--- src/rtl/toggle_event_arbiter.sv ---
// Purpose : round-robin scheduler sharing one toggle+id pulse-sync channel among N_REQ event sources.
// Latency : request edge k -> pending after k, launch (toggle flip) at k+1; next launch one edge after ack match.
// Backpres: one event in flight; further requests wait as pending flags, repeats on a pending flag are dropped (src_overflow).
//
// Ports:
//   src_clk, src_rst      - clock, synchronous active-high reset
//   src_req[N_REQ]        - single-cycle event pulses from requesters
//   src_ack_toggle        - returned ack toggle, already in src_clk domain
//   src_err_clr           - clears the ack-timeout error (only acted on in ERROR)
//   src_toggle, src_id    - forward event toggle and launched requester index (registered)
//   src_busy              - an event is in flight, waiting for its ack
//   src_pending           - pending flags
//   src_overflow          - one-cycle pulse per requester whose event was dropped
//   src_err               - sticky ack-timeout error
module toggle_event_arbiter #(
    parameter int   N_REQ   = 4,
    parameter int   ID_W    = $clog2(N_REQ),
    parameter int   TIMEOUT = 1024,
    parameter logic RST_VAL = 1'b0
) (
    input  logic              src_clk,
    input  logic              src_rst,
    input  logic [N_REQ-1:0]  src_req,
    input  logic              src_ack_toggle,
    input  logic              src_err_clr,
    output logic              src_toggle,
    output logic [ID_W-1:0]   src_id,
    output logic              src_busy,
    output logic [N_REQ-1:0]  src_pending,
    output logic [N_REQ-1:0]  src_overflow,
    output logic              src_err
);

    // The counter only ever has to hold values up to TIMEOUT-1.
    localparam int CNT_W = (TIMEOUT > 2) ? $clog2(TIMEOUT) : 1;
    localparam logic [CNT_W-1:0] CNT_LAST = CNT_W'((TIMEOUT > 0) ? (TIMEOUT - 1) : 0);
    localparam logic [ID_W-1:0]  IDX_LAST = ID_W'(N_REQ - 1);

    typedef enum logic [1:0] {
        IDLE     = 2'd0,
        WAIT_ACK = 2'd1,
        ERROR    = 2'd2
    } state_t;

    state_t              state;
    logic [ID_W-1:0]     ptr;
    logic [CNT_W-1:0]    cnt;

    logic                grant_vld;
    logic [ID_W-1:0]     grant_idx;
    logic [N_REQ-1:0]    grant_mask;
    logic [N_REQ-1:0]    pend_nxt;
    logic [N_REQ-1:0]    ovf_nxt;
    int                  idx;
    logic [ID_W-1:0]     cand;

    // First pending flag at or above ptr, wrapping around.
    always_comb begin
        grant_vld = 1'b0;
        grant_idx = '0;
        idx       = 0;
        cand      = '0;
        for (int k = 0; k < N_REQ; k++) begin
            idx = int'(ptr) + k;
            if (idx >= N_REQ) begin
                idx = idx - N_REQ;
            end
            cand = ID_W'(idx);
            if (!grant_vld && src_pending[cand]) begin
                grant_vld = 1'b1;
                grant_idx = cand;
            end
        end
    end

    // A request landing on the flag being granted this edge is a fresh event,
    // so it re-arms the flag instead of counting as an overflow.
    always_comb begin
        grant_mask = '0;
        if (state == IDLE && grant_vld) begin
            grant_mask[grant_idx] = 1'b1;
        end
        ovf_nxt  = src_req & src_pending & ~grant_mask;
        pend_nxt = (src_pending & ~grant_mask) | src_req;
    end

    always_ff @(posedge src_clk) begin
        if (src_rst) begin
            state        <= IDLE;
            ptr          <= '0;
            cnt          <= '0;
            src_toggle   <= RST_VAL;
            src_id       <= '0;
            src_busy     <= 1'b0;
            src_pending  <= '0;
            src_overflow <= '0;
            src_err      <= 1'b0;
        end else begin
            src_pending  <= pend_nxt;
            src_overflow <= ovf_nxt;
            case (state)
                IDLE: begin
                    if (grant_vld) begin
                        src_toggle <= ~src_toggle;
                        src_id     <= grant_idx;
                        ptr        <= (grant_idx == IDX_LAST) ? '0 : grant_idx + ID_W'(1);
                        cnt        <= '0;
                        src_busy   <= 1'b1;
                        state      <= WAIT_ACK;
                    end
                end
                WAIT_ACK: begin
                    // Ack is checked first so it wins over a same-cycle timeout.
                    if (src_ack_toggle == src_toggle) begin
                        src_busy <= 1'b0;
                        state    <= IDLE;
                    end else if (TIMEOUT != 0 && cnt == CNT_LAST) begin
                        src_busy <= 1'b0;
                        src_err  <= 1'b1;
                        state    <= ERROR;
                    end else begin
                        cnt <= cnt + CNT_W'(1);
                    end
                end
                ERROR: begin
                    // Realign to the far side's level; a single stray far pulse is tolerated.
                    if (src_err_clr) begin
                        src_toggle <= src_ack_toggle;
                        src_err    <= 1'b0;
                        state      <= IDLE;
                    end
                end
                default: begin
                    state <= IDLE;
                end
            endcase
        end
    end

endmodule
--- config.mk ---
export PLATFORM = sky130hd
export DESIGN_NAME = toggle_event_arbiter
export DESIGN_NICKNAME = d
export VERILOG_FILES = /design/src/rtl/toggle_event_arbiter.sv
export SDC_FILE = /design/constraint.sdc
export NUM_CORES = 1
export LEC_CHECK = 0
export ABC_AREA = 1
export CORE_ASPECT_RATIO = 1.25
export CORE_UTILIZATION = 55
export CTS_CLUSTER_SIZE = 16
export DETAILED_ROUTE_END_ITERATION = 12
export PLACE_DENSITY_LB_ADDON = 0.15
export SLEW_MARGIN = 20
export SYNTH_ARGS = -nofsm -noshare
export SYNTH_HDL_FRONTEND = slang
export SYNTH_SLANG_ARGS = --single-unit
--- constraint.sdc ---
create_clock -name src_clk -period 2.3 [get_ports src_clk]
set_input_delay 0.46 -clock src_clk [delete_from_list [all_inputs] [get_ports src_clk]]
set_output_delay 0.46 -clock src_clk [all_outputs]
set_load 0.05 [all_outputs]
Word-level counts from Yosys, hierarchy flattened:

Index checks and enable logic that the tools add are counted.

* shift-type cells: 0
* add/sub/neg operators: 9
* equal/unequal tests: 11
* reduce and logical (&&, ||, !) cells: 18
* divide/modulo/power cells: 0
* $mul: 0
* bitwise gates (word level): 6
* multiplexer cells: 44
* magnitude comparators: 10

Operators with widths (number)
* $mux W10: 3
* $mux W2: 13
* $pmux W10 S2: 1
* $mux W1: 17
* $lt A2 B3 Y1 const B: 5
* $and A4 B4 Y4: 3
* $add A10 B1 Y10 const B: 1
* $eq A10 B10 Y1 const B: 1
* $ne A2 B2 Y1 const B: 5
* $ge A3 B3 Y1 const B: 3
* $reduce_and A3 Y1: 3
* $bmux W1 S2: 4
* $reduce_and A4 Y1: 2
* $sub A2 B1 Y2 const B: 4
* $add A2 B2 Y3 const B: 2
* $pmux W1 S2: 3
* $pmux W2 S3: 1
* $reduce_bool A2 Y1: 3
* $logic_and A1 B1 Y1: 5
* $eq A2 B2 Y1 const B: 2
* $mux W4: 1
* $not A4 Y4: 1
* $or A4 B4 Y4: 1
* $add A2 B1 Y3 const B: 1
* other kinds (11): 13

* bits in writable memories: 0
* bits in latches: 0
* bits in read-only memories: 0
* memories kept: 0
* register bits: 27

Longest topological paths before layout:

* word-level depth: 22
* gate-level depth with buffers: 15
* depth with buffers taken out: 14

Worst setup path after synthesis:

OpenSTA, ideal clock, no wires.

* path type: flip-flop to flip-flop
* start point: register src_pending[0]
* end point: register src_pending[1]
* period minus slack after synthesis: 2.006 ns
* path slack: 0.294 ns
* required time: 2.171 ns
* arrival: 1.877 ns
* stages on the path, launching flop included: 13
* path buffers: 0
* path through: dfxtp_1 -> inv_1 -> nand2_2 -> nand3_1 -> nand2_2 -> inv_1 -> nand3_1 -> nand3_1 -> inv_1 -> ha_1 -> inv_1 -> o21ai_0 -> o21ai_0

* word-level cells in the longest chain between the ends: 20
* elaborated cells on any way between the ends: 32

Ends and longest elaborated chain
* start, declared: line 29 `output logic [N_REQ-1:0] src_pending,`
* start signal, assigned: line 99 `src_pending <= pend_nxt;`
* $bmux W1 S2: line 69 `if (!grant_vld && src_pending[cand]) begin`
* $mux W1 (implied by the code): line 69
* $mux W1: line 69
* $logic_not A1 Y1: line 69
* $logic_and A1 B1 Y1: line 69
* $mux W1: line 69
* $logic_not A1 Y1: line 69
* $logic_and A1 B1 Y1: line 69
* (+4 left out)
* named net grant_idx[0]: line 50 `logic [ID_W-1:0] grant_idx;`
* $lt A2 B3 Y1 (implied by the code) or $ge A2 B1 Y1 (tied branches): line 81 `grant_mask[grant_idx] = 1'b1;`
* $logic_and A1 B1 Y1 (implied by the code): line 81
* $mux W1 (implied by the code): line 81
* $demux W1 S2 (*): line 81
* $mux W4 (*): line 80 `if (state == IDLE && grant_vld) begin`
* $not A4 Y4 (*): line 84 `pend_nxt = (src_pending & ~grant_mask) | src_req;`
* $and A4 B4 Y4 (*): line 84
* $or A4 B4 Y4 (*): line 84

Mark *: on every way through the listed nets, which the timed path passes. The rest lies on a longest branch. The select of a mux whose other input is x is not followed.
A chain may end at the register's enable or synchronous reset.

Worst setup path in the final report:

* start point: register src_toggle
* end point: output port src_toggle

RTL lines
* start, declared: line 26 `output logic src_toggle,`
* start signal, assigned: line 104 `src_toggle <= ~src_toggle;`
* start signal, assigned: line 128 `src_toggle <= src_ack_toggle;`

No word-level cell between the ends.

==> impl_metrics.env <==
export IMPL_core_area_sq_um=2950
export IMPL_cts_made_buffers=3
export IMPL_path_delay_family="buffers and inverters"
export IMPL_yosysTopAreaCell="dfxtp_1"
export IMPL_drive_gt1_share_pct=12.7
export IMPL_grt_max_degree=18
export IMPL_start_kind="register"
export IMPL_hold_viol=0
export IMPL_power_switching_mw=1.27
export IMPL_clock_power_share_pct=8.9
export IMPL_synthTopCellsByArea="dfxtp_1 (32%), nand2_1 (12%), nand3_1 (9.3%)"
export IMPL_dp_cells=307
export IMPL_cts_tree="built"
export IMPL_syn2layout_area_growth_pct=14.5
export IMPL_slowest_stage="clkdlybuf4s50_1"
export IMPL_clock_fmax_ghz=0.495
export IMPL_postCtsHoldBufs=0
export IMPL_fillers=285
export IMPL_clock_latency_ps=330
export IMPL_rows=22
export IMPL_antennaDiodeCount=0
export IMPL_syn_cell_area_sq_um=1710
export IMPL_p_per_area_nw_per_um2=1220
export IMPL_seq_area_frac_synth_pct=31.5
export IMPL_design_area_sq_um=1960
export IMPL_ctsResizeCount=0
export IMPL_overflow=0
export IMPL_die_h_microns=64.4
export IMPL_tns_ps=0
export IMPL_slew_limit_headroom_pct=66.4
export IMPL_avgViaCountPerCell=5.13
export IMPL_synth_avg_cell_area_sq_um=6.75
export IMPL_drt_total_wl_microns=3530
export IMPL_grtUsageTotal_pct=23.7
export IMPL_portBuffers=20
export IMPL_routedWlPerCell_microns=11.4
export IMPL_arrival_ps=1560
export IMPL_slowest_delay_ps=820
export IMPL_final_nets=289
export IMPL_cts_root_buf="clkbuf_4"
export IMPL_min_period_over_period_pct=87.8
export IMPL_intPower_mw=1.12
export IMPL_dr_pass1_iters=4
export IMPL_hold_path_class="reg2reg"
export IMPL_ioPinCount=21
export IMPL_stdcell_count=311
export IMPL_seqPwrFrac_pct=27.2
export IMPL_critPathCaptureType="output port"
export IMPL_grt_antenna_before_repair=0
export IMPL_cts_buffer_depth=2
export IMPL_cp_num_buf_inv=1
export IMPL_synthCells=254
export IMPL_ant_nets=0
export IMPL_path_max_fanout=4
export IMPL_peakVddDrop_v=0.000861
export IMPL_vias=1594
export IMPL_p_sw_share_pct=53.0
export IMPL_ys_warn_count=0
export IMPL_drv_cap=0
export IMPL_cts_clk_slew_worst_paths_ps=150
export IMPL_rsz0062_at_grt="no"
export IMPL_place_congestion=0.846
export IMPL_status="complete, no violations"
export IMPL_power_total_mw=2.39
export IMPL_drt_initial_drc_count=38
export IMPL_critical_path_class="reg2out"
export IMPL_start_util_pct=58.2
export IMPL_worstPathRequired_ps=1840
export IMPL_synth_nets=267
export IMPL_p_leak_nw=0.869
export IMPL_placedInstanceArea_sq_um=1930
export IMPL_fin_worst_skew_ps=6.14
export IMPL_dieArea_sq_um=3350
export IMPL_crit_chain="clkdlybuf4s50_1"
export IMPL_grt_pass1_vias=1467
export IMPL_hpwl_microns=2620
export IMPL_yosysUniqueCellTypes=31
export IMPL_slew_violations=0
export IMPL_grt_pass1_wl_microns=6110
export IMPL_synth_top_area_share_pct=31.5
export IMPL_fin_crit_ps=2020
export IMPL_post_cts_buffers=0
export IMPL_ys_ff_latch=27
export IMPL_final_common_cell="nand2_1"
export IMPL_final_cell_mix="nand2_1 (55), nor2_1 (33), nand3_1 (32)"
export IMPL_cts_sink_count=27
export IMPL_setup_viol=0
export IMPL_die_width_microns=51.9
export IMPL_final_util_pct=66.6
export IMPL_share_comb_of_total_power_pct=63.9
export IMPL_route_detailed_drc=0
export IMPL_worst_slew_pin_slew_ps=503
export IMPL_htree_num_levels=1
==> final timing paths <==
kind / startpoint / endpoint / slack, ps / cells after the start
worst min-delay path: src_busy / src_busy / 500 / 1
worst max-delay path: src_toggle / src_toggle / 280 / 1
worst max register to register: ptr[0] / src_pending[3] / 310 / 12
worst min register to register: src_busy / src_busy / 500 / 1
==> layer usage <==
metal  part of all wire (%)  track usage, %  vias up
met5                      0               0        -
met4                   0.96            8.78        0
met3                    2.2            2.82        4
met2                     50            41.2       22
met1                     47            29.2      714
li1                       -               -      854
==> Yosys cell counts <==
| master | n |
|---|---|
| a21oi_1 | 14 |
| a21oi_2 | 1 |
| buf_12 | 1 |
| buf_2 | 2 |
| buf_4 | 1 |
| buf_6 | 1 |
| clkbuf_1 | 2 |
| dfxtp_1 | 27 |
| ha_1 | 5 |
| inv_1 | 28 |
| inv_2 | 3 |
| inv_8 | 1 |
| nand2_1 | 55 |
| nand2_2 | 9 |
| nand2_4 | 5 |
| nand3_1 | 32 |
| nand3_2 | 2 |
| nand3_4 | 1 |
| nand4_1 | 5 |
| nor2_1 | 33 |
| nor2_2 | 2 |
| nor2_8 | 1 |
| nor3_1 | 2 |
| nor3b_1 | 1 |
| o211a_1 | 1 |
| o21a_1 | 1 |
| o21ai_0 | 12 |
| o21ai_1 | 1 |
| o21ai_2 | 1 |
| xnor2_1 | 1 |
| xor2_1 | 3 |
==> cell type report <==
type	count	area (sq um)	share of cell area (%)
clock inverters	1	5.00	0.255
flip-flops and latches	27	542	27.6
repair buffers	24	230	11.7
multi-input cells	188	990	50.4
inverters	32	128	6.51
well taps	36	45.0	2.30
clock buffers	3	22.5	1.15
==> kinds of logic (layout without fill, tap and decap cells) <==
group / after synthesis / count (layout) / share of synthesized area (%)
AO/OA/AOI/OAI: 31 / 31 / 9.93
XOR/XNOR: 4 / 4 / 2.04
adder cells (fa/ha/maj): 5 / 5 / 3.65
buffers and inverters: 39 / 60 / 10.7
flip-flops: 27 / 27 / 31.5
AND/OR/NAND/NOR: 148 / 148 / 42.1
==> power groups by stage <==
stage	Combinational (mW)	Clock [mW]	Sequential (mW)
CTS	1.54	0.218	0.650
floorplan	1.05	0	0.837
detailed placement	1.53	0	0.661
global route	1.70	0.231	0.667
finish	1.53	0.212	0.650
global placement	1.52	0	0.658
==> through the flow <==
step                worst slack (ps)  hold slack (ps)
finish                           280              500
global route                    59.3              512
CTS                              132              504
detailed placement               162              469
global placement                 213              469
floorplan                        294              480
==> sequential cells by signal (all words and copies together) (netlist names) <==
signal        cells
cnt              10
ptr               2
src_busy          1
src_err           1
src_id            2
src_overflow      4
src_pending       4
src_toggle        1
state             2
No activity file was read; power rests on OpenSTA's default activity.
